### config.mk
export PLATFORM = sky130hd
export DESIGN_NAME = node_pe_sequencer_flat
export DESIGN_NICKNAME = d
export VERILOG_FILES = /design/src/rtl/node_pkg.sv /design/src/rtl/node_pe_sequencer_if.sv /design/src/rtl/node_pe_sequencer.sv /design/src/flat_wrapper.sv
export SDC_FILE = /design/constraint.sdc
export NUM_CORES = 1
export LEC_CHECK = 0
export CAP_MARGIN = 10
export CELL_PAD_IN_SITES_DETAIL_PLACEMENT = 1
export CELL_PAD_IN_SITES_GLOBAL_PLACEMENT = 1
export CORE_AREA = 4 4 155 157
export CTS_CLUSTER_SIZE = 8
export DETAILED_ROUTE_END_ITERATION = 12
export DIE_AREA = 0 0 159 161
export GPL_TIMING_DRIVEN = 1
export PLACE_DENSITY = 0.87
export SYNTH_ARGS = -nofsm -noshare
export SYNTH_HDL_FRONTEND = slang
export SYNTH_SLANG_ARGS = --single-unit
### constraint.sdc
create_clock -name N_clk -period 19.8 [get_ports N_clk]
set_input_delay 1.98 -clock N_clk [delete_from_list [all_inputs] [get_ports N_clk]]
set_output_delay 1.98 -clock N_clk [all_outputs]
set_load 0.005 [all_outputs]
### src/rtl/node_pkg.sv
// Shared types and packet field positions for the node PE sequencer.
package node_pkg;

    typedef enum logic [2:0] {
        IDLE,
        RX_W0,
        RX_W1,
        COMPUTE,
        SEND_REQ,
        SEND_DATA
    } state_t;

    localparam int CTRL_ADDSEL_BIT = 0;
    localparam int CTRL_ID_LSB     = 8;
    localparam int CTRL_ID_MSB     = 13;
    localparam int CTRL_DST_LSB    = 16;
    localparam int CTRL_DST_MSB    = 23;

    localparam logic [5:0] SEQ_LEN_SINGLE = 6'd1;

endpackage

### src/rtl/node_pe_sequencer_if.sv
// Router receive/send, PE operand/result and status bundle.
interface node_pe_sequencer_if;
    import node_pkg::*;

    logic        rx_req;
    logic        rx_ack;
    logic [63:0] rx_data;
    logic        rx_data_valid;
    logic [31:0] pe_a;
    logic [31:0] pe_b;
    logic [31:0] pe_c;
    logic        pe_add_sel;
    logic [31:0] pe_result;
    logic        tx_send_req;
    logic        tx_send_ack;
    logic        tx_data_valid;
    logic [31:0] tx_data;
    logic [7:0]  tx_src;
    logic [7:0]  tx_dst;
    logic [5:0]  tx_seq_len;
    logic [5:0]  tx_id;
    logic        busy;
    logic [15:0] done_cnt;
    logic        err_timeout;

    modport master (
        input  rx_req, rx_data, rx_data_valid, pe_result, tx_send_ack,
        output rx_ack, pe_a, pe_b, pe_c, pe_add_sel,
        output tx_send_req, tx_data_valid, tx_data, tx_src, tx_dst,
        output tx_seq_len, tx_id, busy, done_cnt, err_timeout
    );

    modport slave (
        output rx_req, rx_data, rx_data_valid, pe_result, tx_send_ack,
        input  rx_ack, pe_a, pe_b, pe_c, pe_add_sel,
        input  tx_send_req, tx_data_valid, tx_data, tx_src, tx_dst,
        input  tx_seq_len, tx_id, busy, done_cnt, err_timeout
    );

endinterface

### src/rtl/node_pe_sequencer.sv
// Node controller: receive operand packet, run PE, send result.
// Optional watchdog enabled by NODE_SEQ_TIMEOUT_EN.
module node_pe_sequencer
    import node_pkg::*;
#(
    parameter int         PE_LATENCY  = 4,
    parameter logic [7:0] LOCAL_ID    = 8'h00,
    parameter logic [7:0] DEFAULT_DST = 8'h00,
    parameter int         TIMEOUT_CYC = 255
) (
    input logic N_clk,
    input logic N_rst,
    node_pe_sequencer_if.master bus
);

    state_t      state_q, state_d;
    logic        ack_q, ack_d;
    logic        ld_w0, ld_w1, cap, fin;
    logic [31:0] a_stage, b_stage;
    logic [31:0] pe_a_q, pe_b_q, pe_c_q;
    logic        sel_q;
    logic [7:0]  dst_q;
    logic [5:0]  id_q;
    logic [3:0]  lat_cnt;
    logic [31:0] res_q;
    logic [15:0] done_q;
    logic [7:0]  dst_fld;
    logic        to_hit;
    logic        err_q;

    assign dst_fld = bus.rx_data[CTRL_DST_MSB:CTRL_DST_LSB];

    always_ff @(posedge N_clk or posedge N_rst) begin
        if (N_rst) state_q <= IDLE;
        else       state_q <= state_d;
    end

    always_comb begin
        state_d = state_q;
        ack_d   = 1'b0;
        ld_w0   = 1'b0;
        ld_w1   = 1'b0;
        cap     = 1'b0;
        fin     = 1'b0;
        unique case (state_q)
            IDLE: begin
                if (bus.rx_req) begin
                    ack_d   = 1'b1;
                    state_d = RX_W0;
                end
            end
            // the ack cycle itself never accepts a word
            RX_W0: begin
                if (bus.rx_data_valid && !ack_q) begin
                    ld_w0   = 1'b1;
                    state_d = RX_W1;
                end
            end
            RX_W1: begin
                if (bus.rx_data_valid) begin
                    ld_w1   = 1'b1;
                    state_d = COMPUTE;
                end
            end
            COMPUTE: begin
                if (lat_cnt == 4'd1) begin
                    cap     = 1'b1;
                    state_d = SEND_REQ;
                end
            end
            SEND_REQ: begin
                if (bus.tx_send_ack) state_d = SEND_DATA;
            end
            SEND_DATA: begin
                fin     = 1'b1;
                state_d = IDLE;
            end
            default: state_d = IDLE;
        endcase
        if (to_hit) state_d = IDLE;
    end

`ifdef NODE_SEQ_TIMEOUT_EN
    logic [15:0] wd_q;
    logic        wd_state;

    assign wd_state = (state_q == RX_W0) || (state_q == RX_W1) ||
                      (state_q == SEND_REQ);

    // fires only when the FSM would otherwise stay put another cycle
    always_comb begin
        to_hit = 1'b0;
        if (wd_state && wd_q == 16'(TIMEOUT_CYC - 1)) begin
            unique case (state_q)
                RX_W0:    to_hit = !(bus.rx_data_valid && !ack_q);
                RX_W1:    to_hit = !bus.rx_data_valid;
                SEND_REQ: to_hit = !bus.tx_send_ack;
                default:  to_hit = 1'b0;
            endcase
        end
    end

    always_ff @(posedge N_clk or posedge N_rst) begin
        if (N_rst) begin
            wd_q  <= '0;
            err_q <= 1'b0;
        end else begin
            if (state_d != state_q) wd_q <= '0;
            else if (wd_state)      wd_q <= wd_q + 16'd1;
            if (to_hit) err_q <= 1'b1;
        end
    end
`else
    assign to_hit = 1'b0;
    assign err_q  = 1'b0;
`endif

    always_ff @(posedge N_clk or posedge N_rst) begin
        if (N_rst) begin
            ack_q   <= 1'b0;
            a_stage <= '0;
            b_stage <= '0;
            pe_a_q  <= '0;
            pe_b_q  <= '0;
            pe_c_q  <= '0;
            sel_q   <= 1'b0;
            dst_q   <= '0;
            id_q    <= '0;
            lat_cnt <= '0;
            res_q   <= '0;
            done_q  <= '0;
        end else begin
            ack_q <= ack_d;
            if (ld_w0) begin
                a_stage <= bus.rx_data[63:32];
                b_stage <= bus.rx_data[31:0];
            end
            if (ld_w1) begin
                pe_a_q  <= a_stage;
                pe_b_q  <= b_stage;
                pe_c_q  <= bus.rx_data[63:32];
                sel_q   <= bus.rx_data[CTRL_ADDSEL_BIT];
                id_q    <= bus.rx_data[CTRL_ID_MSB:CTRL_ID_LSB];
                dst_q   <= (dst_fld == 8'h00) ? DEFAULT_DST : dst_fld;
                lat_cnt <= 4'(PE_LATENCY);
            end else if (state_q == COMPUTE) begin
                lat_cnt <= lat_cnt - 4'd1;
            end
            if (cap) res_q  <= bus.pe_result;
            if (fin) done_q <= done_q + 16'd1;
        end
    end

    assign bus.rx_ack        = ack_q;
    assign bus.pe_a          = pe_a_q;
    assign bus.pe_b          = pe_b_q;
    assign bus.pe_c          = pe_c_q;
    assign bus.pe_add_sel    = sel_q;
    assign bus.tx_send_req   = (state_q == SEND_REQ);
    assign bus.tx_data_valid = (state_q == SEND_DATA);
    assign bus.tx_data       = (state_q == SEND_DATA) ? res_q : 32'h0;
    assign bus.tx_src        = LOCAL_ID;
    assign bus.tx_dst        = dst_q;
    assign bus.tx_seq_len    = SEQ_LEN_SINGLE;
    assign bus.tx_id         = id_q;
    assign bus.busy          = (state_q != IDLE);
    assign bus.done_cnt      = done_q;
    assign bus.err_timeout   = err_q;

endmodule
### src/flat_wrapper.sv
// flat-port wrapper written by rule: the top's interface ports become plain ports
module node_pe_sequencer_flat import node_pkg::*;
#(
    parameter int         PE_LATENCY  = 4,
    parameter logic [7:0] LOCAL_ID    = 8'h00,
    parameter logic [7:0] DEFAULT_DST = 8'h00,
    parameter int         TIMEOUT_CYC = 255
)
  (N_clk, N_rst, bus_rx_req, bus_rx_data, bus_rx_data_valid, bus_pe_result, bus_tx_send_ack, bus_rx_ack, bus_pe_a, bus_pe_b, bus_pe_c, bus_pe_add_sel, bus_tx_send_req, bus_tx_data_valid, bus_tx_data, bus_tx_src, bus_tx_dst, bus_tx_seq_len, bus_tx_id, bus_busy, bus_done_cnt, bus_err_timeout);
  node_pe_sequencer_if bus_i ();
  input logic N_clk;
  input logic N_rst;
  input wire logic [$bits(bus_i.rx_req)-1:0] bus_rx_req;
  input wire logic [$bits(bus_i.rx_data)-1:0] bus_rx_data;
  input wire logic [$bits(bus_i.rx_data_valid)-1:0] bus_rx_data_valid;
  input wire logic [$bits(bus_i.pe_result)-1:0] bus_pe_result;
  input wire logic [$bits(bus_i.tx_send_ack)-1:0] bus_tx_send_ack;
  output wire logic [$bits(bus_i.rx_ack)-1:0] bus_rx_ack;
  output wire logic [$bits(bus_i.pe_a)-1:0] bus_pe_a;
  output wire logic [$bits(bus_i.pe_b)-1:0] bus_pe_b;
  output wire logic [$bits(bus_i.pe_c)-1:0] bus_pe_c;
  output wire logic [$bits(bus_i.pe_add_sel)-1:0] bus_pe_add_sel;
  output wire logic [$bits(bus_i.tx_send_req)-1:0] bus_tx_send_req;
  output wire logic [$bits(bus_i.tx_data_valid)-1:0] bus_tx_data_valid;
  output wire logic [$bits(bus_i.tx_data)-1:0] bus_tx_data;
  output wire logic [$bits(bus_i.tx_src)-1:0] bus_tx_src;
  output wire logic [$bits(bus_i.tx_dst)-1:0] bus_tx_dst;
  output wire logic [$bits(bus_i.tx_seq_len)-1:0] bus_tx_seq_len;
  output wire logic [$bits(bus_i.tx_id)-1:0] bus_tx_id;
  output wire logic [$bits(bus_i.busy)-1:0] bus_busy;
  output wire logic [$bits(bus_i.done_cnt)-1:0] bus_done_cnt;
  output wire logic [$bits(bus_i.err_timeout)-1:0] bus_err_timeout;
  assign bus_i.rx_req = bus_rx_req;
  assign bus_i.rx_data = bus_rx_data;
  assign bus_i.rx_data_valid = bus_rx_data_valid;
  assign bus_i.pe_result = bus_pe_result;
  assign bus_i.tx_send_ack = bus_tx_send_ack;
  assign bus_rx_ack = bus_i.rx_ack;
  assign bus_pe_a = bus_i.pe_a;
  assign bus_pe_b = bus_i.pe_b;
  assign bus_pe_c = bus_i.pe_c;
  assign bus_pe_add_sel = bus_i.pe_add_sel;
  assign bus_tx_send_req = bus_i.tx_send_req;
  assign bus_tx_data_valid = bus_i.tx_data_valid;
  assign bus_tx_data = bus_i.tx_data;
  assign bus_tx_src = bus_i.tx_src;
  assign bus_tx_dst = bus_i.tx_dst;
  assign bus_tx_seq_len = bus_i.tx_seq_len;
  assign bus_tx_id = bus_i.tx_id;
  assign bus_busy = bus_i.busy;
  assign bus_done_cnt = bus_i.done_cnt;
  assign bus_err_timeout = bus_i.err_timeout;
  node_pe_sequencer #(.PE_LATENCY(PE_LATENCY), .LOCAL_ID(LOCAL_ID), .DEFAULT_DST(DEFAULT_DST), .TIMEOUT_CYC(TIMEOUT_CYC)) u_core (.N_clk(N_clk), .N_rst(N_rst), .bus(bus_i));
endmodule
# Yosys cells after proc, flatten, opt, wreduce, memory -nomap -nowiden
# Cells that the tools add are included.
# Widths: inputs -> output; s select.
[word_totals]
regBits = 231
in_bits = 101
out_inout_bits = 178
elab_cells = 52
[op_classes]
add_sub_neg = 2
eq_ne = 11
muxes = 19
reduce_logical = 7
[op_table]
columns = ["operator", "count"]
rows = [
  ["$mux 32", 1],
  ["$add 16x1->16 const B", 1],
  ["$mux 3", 5],
  ["$pmux 3 s5", 1],
  ["$mux 1", 9],
  ["$logic_not 8->1", 1],
  ["$mux 4", 2],
  ["$mux 8", 1],
  ["$eq 3x2->1 const B", 2],
  ["$eq 3x3->1 const B", 2],
  ["$ne 2x2->1 const B", 3],
  ["$reduce_and 5->1", 1],
  ["$eq 4x1->1 const B", 1],
  ["$ne 2x1->1 const B", 2],
  ["$sub 4x1->4 const B", 1],
  ["$eq 3x1->1 const B", 1],
  ["$logic_not 3->1", 1],
  ["$reduce_bool 3->1", 1],
  ["$reduce_bool 2->1", 1],
  ["$logic_and 1x1->1", 1],
  ["$logic_not 1->1", 1],
]

# Logic depth before layout (Yosys ltp)
# Gate-level depths: netlist (run 1).
[logic_depth]
ltp_word = 4
ltp_mapped = 6
mapped_depth_nobuf = 6

# Worst setup path before layout (run 1)
# Ideal clock, no wire load.
[synth_timing]
kind = "input-to-reg"
startpoint = "in bus_rx_data_valid"
endpoint = "reg u_core.sel_q, in the netlist u_core.bus.pe_add_sel"
setup_time_ns = 0.125
t_arrival_ns = 3.036
required_time_ns = 19.675
path_slack_ns = 16.639
path_stages = 5
n_path_buf = 2
cell_sequence = "nand2b_1 nor3b_2 buf_2 buf_2 mux2_2"
[synth_via]
elab_chain_len = 2
[synth_lines]
columns = ["item", "line", "source"]
rows = [
  ["start, declared", "flat_wrapper.sv:15", "input wire logic [$bits(bus_i.rx_data_valid)-1:0] bus_rx_data_valid;"],
  ["$mux 1", "node_pe_sequencer.sv:60", "if (bus.rx_data_valid) begin"],
  ["$mux 1", "node_pe_sequencer.sv:45", "unique case (state_q)"],
  ["end signal, assigned", "node_pe_sequencer.sv:142", "sel_q <= bus.rx_data[CTRL_ADDSEL_BIT];"],
  ["end, declared", "node_pe_sequencer.sv:21", "logic sel_q;"],
]
# No other way between the ends.
# A chain may end at the register's enable or synchronous reset.

# Worst setup path after layout (run 1)
[layout_timing]
startpoint = "reg u_core.state_q[0]"
endpoint = "out bus_tx_data_valid"
[layout_via]
elab_chain_len = 1
[layout_lines]
columns = ["item", "line", "source"]
rows = [
  ["start, declared", "node_pe_sequencer.sv:16", "state_t state_q, state_d;"],
  ["start signal, assigned", "node_pe_sequencer.sv:35", "else state_q <= state_d;"],
  ["$eq 3x3->1", "node_pe_sequencer.sv:160", "assign bus.tx_data_valid = (state_q == SEND_DATA);"],
  ["end, declared", "flat_wrapper.sv:24", "output wire logic [$bits(bus_i.tx_data_valid)-1:0] bus_tx_data_valid;"],
]
# No other way between the ends.

==> metrics.md, run 1 <==
| Metric | Value |
|---|---|
| Status | `completed` |
| Via-per-instance ratio | `5.01` |
| Port buffer count | `263` |
| Resized cells post-CTS | `0` |
| Initial Utilization | `about two fifths` |
| DRT Pass-1 Iters | `4` |
| Hold Fails Final Rpt | `0` |
| Core box area | `22500 sq um` |
| Setup TNS | `0 ps` |
| Max H-tree Level | `2` |
| Fin crit share | `24.7%` |
| WL final | `approximately 24 mm` |
| Initial antenna violation count | `0` |
| Max cap viols | `0` |
| DRC viols | `0` |
| RSZ-0062 raised after global routing | `no` |
| Layout cells sized above 1 | `approximately 19%` |
| Seq/Total Area, Yosys | `between 60% and 70%` |
| Critical path type | `reg -> out` |
| Dpl ws | `about 15000 ps` |
| Fmax achieved | `approximately 0.20 GHz` |
| Most common cell after layout, fill and taps aside | `clkdlybuf4s50_1` |
| Syn Std Cell Area | `a little over 9000 sq um` |
| Worst hold path class | `reg -> reg` |
| Comb pwr share | `32.2%` |
| Antenna cell count | `0` |
| Total Power | `approximately 1.9 mW` |
| R2R depth | `4` |
| R2R Path End | `u_core.a_stage[6]` |
| P_sw | `roughly 530 uW` |
| Lkg Pwr | `between 5 and 6 nW` |
| Slew Limit Fails | `0` |
| CTS tree | `built` |
| Die ar. | `roughly 26000 sq um` |
| Worst skew pair latency | `480 ps` |
| Design Area, Final | `around 13000 sq um` |
| Pwr Density | `~150 nW/um^2` |
| Placer congestion estimate | `~0.73` |
| Placed cell area | `roughly 12000 sq um` |
| Global Route met3 Usage | `under 10%` |
| Peak VDD IR | `roughly 0.07 mV` |
| Crit start category | `register` |
| Num CTS Buffers | `34` |
| Post-DP HPWL | `between 15 and 20 mm` |
| Final worst setup slack | `14920 ps` |
| Ys async rst share | `100%` |
| Layout Skew | `10.1 ps` |
| Int Pwr | `between 1 and 1.5 mW` |
| Largest net degree at the start of global routing | `107` |
| Post-synth top flop | `dfrtp_1` |
| Via count | `a little under 6k` |
| Syn avg cell area | `~15 sq um` |
| Sw Ratio | `27.4%` |
| Die Width | `159 um` |
| R2r setup slk | `16740 ps` |
| Antenna Nets Post-Route | `0` |
| # setup viols final | `0` |
| Critical path origin | `u_core.state_q[0]` |
| Critical Path RT | `approximately 18000 ps` |
| Core Util, Final | `57.3%` |
| Clock power share | `approximately a quarter` |
| Yosys Warn Count | `0` |
| Starting DRT DRC Count | `approximately 170` |
| P&R area growth vs syn | `40.8%` |
| Synth Register Bits | `231` |
| Sequential share of power | `a little over two fifths` |
| Hold-fix buffer count after cts | `0` |
| Post-CTS Repair Setup Buffers | `0` |
| Worst-path clk slew | `~50 ps` |
| Aggregate global routing overflow | `0` |
| Sink Count | `around 230` |
| Setup crit end kind | `output pin` |
| Busiest grt layer | `met2` |
| RR Startpoint | `u_core.state_q[0]` |
| Vias in the first global route | `roughly 6.7k` |
| First-pass GRT wire length | `between 30 and 40 mm` |
| Die H | `between 150 and 200 um` |
| Worst Tran Pin Value | `roughly 1000 ps` |
| Tmin final | `around 4900 ps` |
| Slew headroom | `30.9%` |
| Met1 usage in global routing | `roughly 22%` |
| Post-synth EDFFs | `0` |
| Cell Rows | `55` |
| Root Buffer | `clkbuf_16` |
| Most frequent cells in the layout | `clkdlybuf4s50_1, dfrtp_1, mux2_2` |
| Crit path max fanout | `35` |
| Synthesized instance count | `between 600 and 700` |
| Io pins | `roughly 280` |
| Crit path DAT | `2900 ps` |
| Clk buf depth | `3` |
| Global Route Usage Sum | `about a fifth` |
| Nets | `roughly 1000` |
| Setup crit end | `bus_tx_data_valid` |
| Per-cell routed wire length | `approximately 20 um` |
| Met2 usage | `between 30% and 40%` |
| Netlist cell types | `30` |
## worst max-delay path: stages (launching register included)
cell and delay (ps):
dfrtp_1 650, and2b_1 890, and2_1 330, clkdlybuf4s50_1 540
## sequential cells by signal, summed over array words and instances (netlist names)
register / cells
u_core.bus.rx_ack: 1
u_core.res_q: 32
u_core.bus.pe_add_sel: 1
u_core.bus.tx_id: 6
u_core.state_q: 3
u_core.b_stage: 32
u_core.bus.pe_a: 32
u_core.a_stage: 32
u_core.bus.pe_c: 32
u_core.bus.tx_dst: 8
u_core.bus.done_cnt: 16
u_core.lat_cnt: 4
u_core.bus.pe_b: 32
## cells by family after synthesis
family / count (synthesis) / share of synthesized area (%)
other cells: 2 / 0.0820
compound gates: 12 / 0.820
flops: 231 / 63.1
xor+xnor: 16 / 1.53
simple gates: 78 / 4.99
fa+ha+maj: 3 / 0.410
buf+inv: 54 / 3.44
mux: 208 / 25.6
## power by group through the flow
stage | logic [mW] | registers [mW] | clock network [mW]
3_3_place_gp | 0.602 | 0.805 | 0
6_report | 0.625 | 0.818 | 0.499
5_1_grt | 0.675 | 0.849 | 0.537
3_5_place_dp | 0.625 | 0.823 | 0
4_1_cts | 0.635 | 0.824 | 0.517
2_1_floorplan | 0.293 | 0.798 | 0
## routing by layer
| metal | vias up | share of wire (%) |
|---|---|---|
| met5 | - | 0 |
| met4 | 0 | 2.6 |
| met3 | 42 | 6.3 |
| met2 | 187 | 52 |
| met1 | 2978 | 39 |
| li1 | 2613 | - |
## stage by stage
stage               std cells  hold WS (ps)
floorplan                 617           452
global placement         1124           461
detailed placement       1124           471
CTS                      1161           482
global route             1162           497
finish                   1162           476
## synth_stat cells (2+ instances only)
master	number	area share [%]
and2b_1	2	0.16
and3_1	39	2.7
buf_2	12	0.66
buf_4	26	2.1
clkbuf_1	10	0.41
conb_1	2	0.082
dfrtp_1	231	63
ha_1	3	0.41
inv_1	6	0.25
mux2_1	86	11
mux2_2	122	15
nand2_1	12	0.49
nand3_1	6	0.33
nand4_1	4	0.27
nor2_1	4	0.16
nor2b_1	2	0.14
nor3b_1	4	0.33
o21ai_0	7	0.38
xnor2_1	12	1.1
xor2_1	4	0.38
## layout make-up
class                           count  area, sq um
Timing Repair Buffer              271         2710
Tap cell                          285          357
Clock buffer                       36          880
Clock inverter                      1         8.76
Fill cell                        2155         9620
Inverter                            6         30.0
Multi-Input combinational cell    332         3120
Sequential cell                   231         5780
## worst min-delay path by stage
stage,from,end,cells after the start
6_report,u_core.b_stage[19],u_core.b_stage[19],1
5_1_grt,u_core.b_stage[5],u_core.b_stage[5],1
4_1_cts,u_core.a_stage[5],u_core.a_stage[5],1
3_5_place_dp,u_core.a_stage[5],u_core.a_stage[5],1
3_3_place_gp,u_core.b_stage[21],u_core.b_stage[21],1
2_1_floorplan,u_core.a_stage[31],u_core.a_stage[31],1
Power figures use the tool's default switching activity.
==> run 2, diff against run 1 <==
--- a/config.mk
+++ b/config.mk
@@ -8,12 +8,12 @@
 export CAP_MARGIN = 10
 export CELL_PAD_IN_SITES_DETAIL_PLACEMENT = 1
 export CELL_PAD_IN_SITES_GLOBAL_PLACEMENT = 1
-export CORE_AREA = 4 4 155 157
+export CORE_AREA = 4 4 161 163
 export CTS_CLUSTER_SIZE = 8
 export DETAILED_ROUTE_END_ITERATION = 12
-export DIE_AREA = 0 0 159 161
+export DIE_AREA = 0 0 165 167
 export GPL_TIMING_DRIVEN = 1
-export PLACE_DENSITY = 0.87
+export PLACE_DENSITY = 0.81
 export SYNTH_ARGS = -nofsm -noshare
 export SYNTH_HDL_FRONTEND = slang
 export SYNTH_SLANG_ARGS = --single-unit
==> constraint.sdc (replaced) <==
create_clock -name N_clk -period 4.6 [get_ports N_clk]
set_input_delay 0.46 -clock N_clk [delete_from_list [all_inputs] [get_ports N_clk]]
set_output_delay 0.46 -clock N_clk [all_outputs]
set_load 0.005 [all_outputs]
==> run 2 against run 1 <==
  * Clock-buffer cell count unchanged
  * Global-route usage decreased by 2.3 points
  * Register-to-register slack got worse by 15000 ps
  * Clock skew increased by 2.5 ps
  * Flip-flop and latch count unchanged
  * Worst hold slack improved by 4.6 ps
  * Final area increased by 0.33%
  * Largest cell class unchanged
==> metrics.md, run 2 (synthesized netlist as in run 1, its figures left out) <==
| Metric | Value |
|---|---|
| Critical hold path startpoint | `u_core.b_stage[0]` |
| Starting DRT DRC Count | `232` |
| Placed cell count | `approximately 1.2k` |
| Port buffer count | `between 200 and 300` |
| RR Startpoint | `u_core.state_q[0]` |
| Layout cells sized above 1 | `approximately a fifth` |
| Clk buf depth | `3` |
| Max H-tree Level | `2` |
| CTS tree | `built` |
| Critical Path RT | `approximately 4100 ps` |
| Die ar. | `around 28000 sq um` |
| Crit-path max cell delay | `approximately 860 ps` |
| Crit path DAT | `approximately 2800 ps` |
| Post-DP HPWL | `between 15 and 20 mm` |
| Largest net degree at the start of global routing | `around 120` |
| Global Route Usage Sum | `16.4%` |
| First-pass GRT wire length | `about 36 mm` |
| Antenna Nets Post-Route | `0` |
| Cell Rows | `57` |
| Max cap viols | `0` |
| Finished Layout Cells | `1200` |
| Resized cells post-CTS | `0` |
| Aggregate global routing overflow | `0` |
| Slew headroom | `roughly 25%` |
| Die H | `between 150 and 200 um` |
| Core box area | `between 20000 and 25000 sq um` |
| Via-per-instance ratio | `4.83` |
| Pwr Density | `~640 nW/um^2` |
| Per-cell routed wire length | `between 15 and 20 um` |
| RSZ-0062 raised after global routing | `no` |
| Crit path max fanout | `35` |
| Crit start category | `register` |
| Worst Tran Pin Value | `about 1100 ps` |
| Via count | `5799` |
| WHS | `about 480 ps` |
| Sink Count | `around 230` |
| Max stage delay cell, worst path | `and2b_1` |
| Placer congestion estimate | `approximately 0.71` |
| P&R area growth vs syn | `41.2%` |
| Most frequent cells in the layout | `clkdlybuf4s50_1, dfrtp_1, mux2_2` |
| Fmax achieved | `~0.30 GHz` |
| Tmin final | `between 3000 and 4000 ps` |
| Root Buffer | `clkbuf_16` |
| CP cell instances | `and2b_1 -> and2_1 -> clkdlybuf4s50_1` |
| Setup TNS | `0 ps` |
| WL final | `between 20 and 25 mm` |
| Io pins | `between 200 and 300` |
| Slew Limit Fails | `0` |
| Lkg Pwr | `~5.6 nW` |
| Most common cell after layout, fill and taps aside | `clkdlybuf4s50_1` |
| Worst skew pair latency | `about 500 ps` |
| Initial Utilization | `a little under two fifths` |
| Setup crit end kind | `output pin` |
| Worst hold path class | `reg -> reg` |
| Critical path origin | `u_core.state_q[0]` |
| # setup viols final | `0` |
| Peak VDD IR | `0.283 mV` |
| Post-CTS Repair Setup Buffers | `0` |
| Hold Fails Final Rpt | `0` |
| Die Width | `about 170 um` |
| DRC viols | `0` |
| Worst-path clk slew | `around 50 ps` |
| Initial antenna violation count | `0` |
| CP top delay family | `simple AND/OR/NAND/NOR gates` |
| Nets | `979` |
| Antenna cell count | `0` |
| Fin crit share | `between 70% and 80%` |
| DRT Pass-1 Iters | `4` |
| WP buf/inv | `1` |
| Critical path type | `reg -> out` |
| Number of fillers in the final layout | `between 2k and 2.5k` |
| Hold-fix buffer count after cts | `0` |
| Vias in the first global route | `roughly 6.5k` |
| Core Util, Final | `between 50 and 60%` |
| Status | `completed` |
| Num CTS Buffers | `34` |
| Layout Skew | `~13 ps` |
[run 2: cell count changes in the layout (fill, tap and decap cells not counted), sizes merged]
cell and delta:
clkinvlp +1, inv -1, buf -1
[run 2: cell type report]
class                           count  area [sq um]  area share [%]
Multi-Input combinational cell    332          3120            24.1
Inverter                            6          26.3           0.203
Clock inverter                      1          8.76          0.0677
Clock buffer                       36           880            6.80
Sequential cell                   231          5780            44.7
Timing Repair Buffer              270          2710            21.0
Tap cell                          324           405            3.14
[run 2: metrics by stage]
step	instance area [sq um]	power, mW	setup slack [ps]
6_report	12900	8.29	1310
2_1_floorplan	9210	4.70	1120
3_5_place_dp	12000	6.22	1610
5_1_grt	12900	8.83	1070
4_1_cts	12900	8.45	1260
3_3_place_gp	12000	6.06	1680
[run 2: worst paths after layout]
check                                           to  slack [ps]  cells past startpoint
worst min register to register   u_core.b_stage[0]         480                      1
max in group asynchronous         u_core.res_q[17]        3500                      3
worst max-delay path             bus_tx_data_valid        1310                      3
worst max register to register  u_core.b_stage[16]        1660                      4
worst min-delay path             u_core.b_stage[0]         480                      1
min in group asynchronous        u_core.b_stage[2]         530                      3
[run 2: layer usage]
layer / wire [um] / vias to the layer above / share of wire (%) / track usage [%]
li1: - / 2608 / - / -
met1: 8970 / 2960 / 39 / 19.3
met2: 11500 / 185 / 51 / 28.3
met3: 1620 / 46 / 7.1 / 4.77
met4: 642 / 0 / 2.8 / 5.90
met5: 0 / - / 0 / 0
[run 2: power by group]
part | internal, mW | switching [mW] | total (mW)
clock | 1.33 | 0.817 | 2.15
combinational | 1.74 | 0.891 | 2.63
sequential | 3.00 | 0.516 | 3.51
total | 6.06 | 2.22 | 8.29
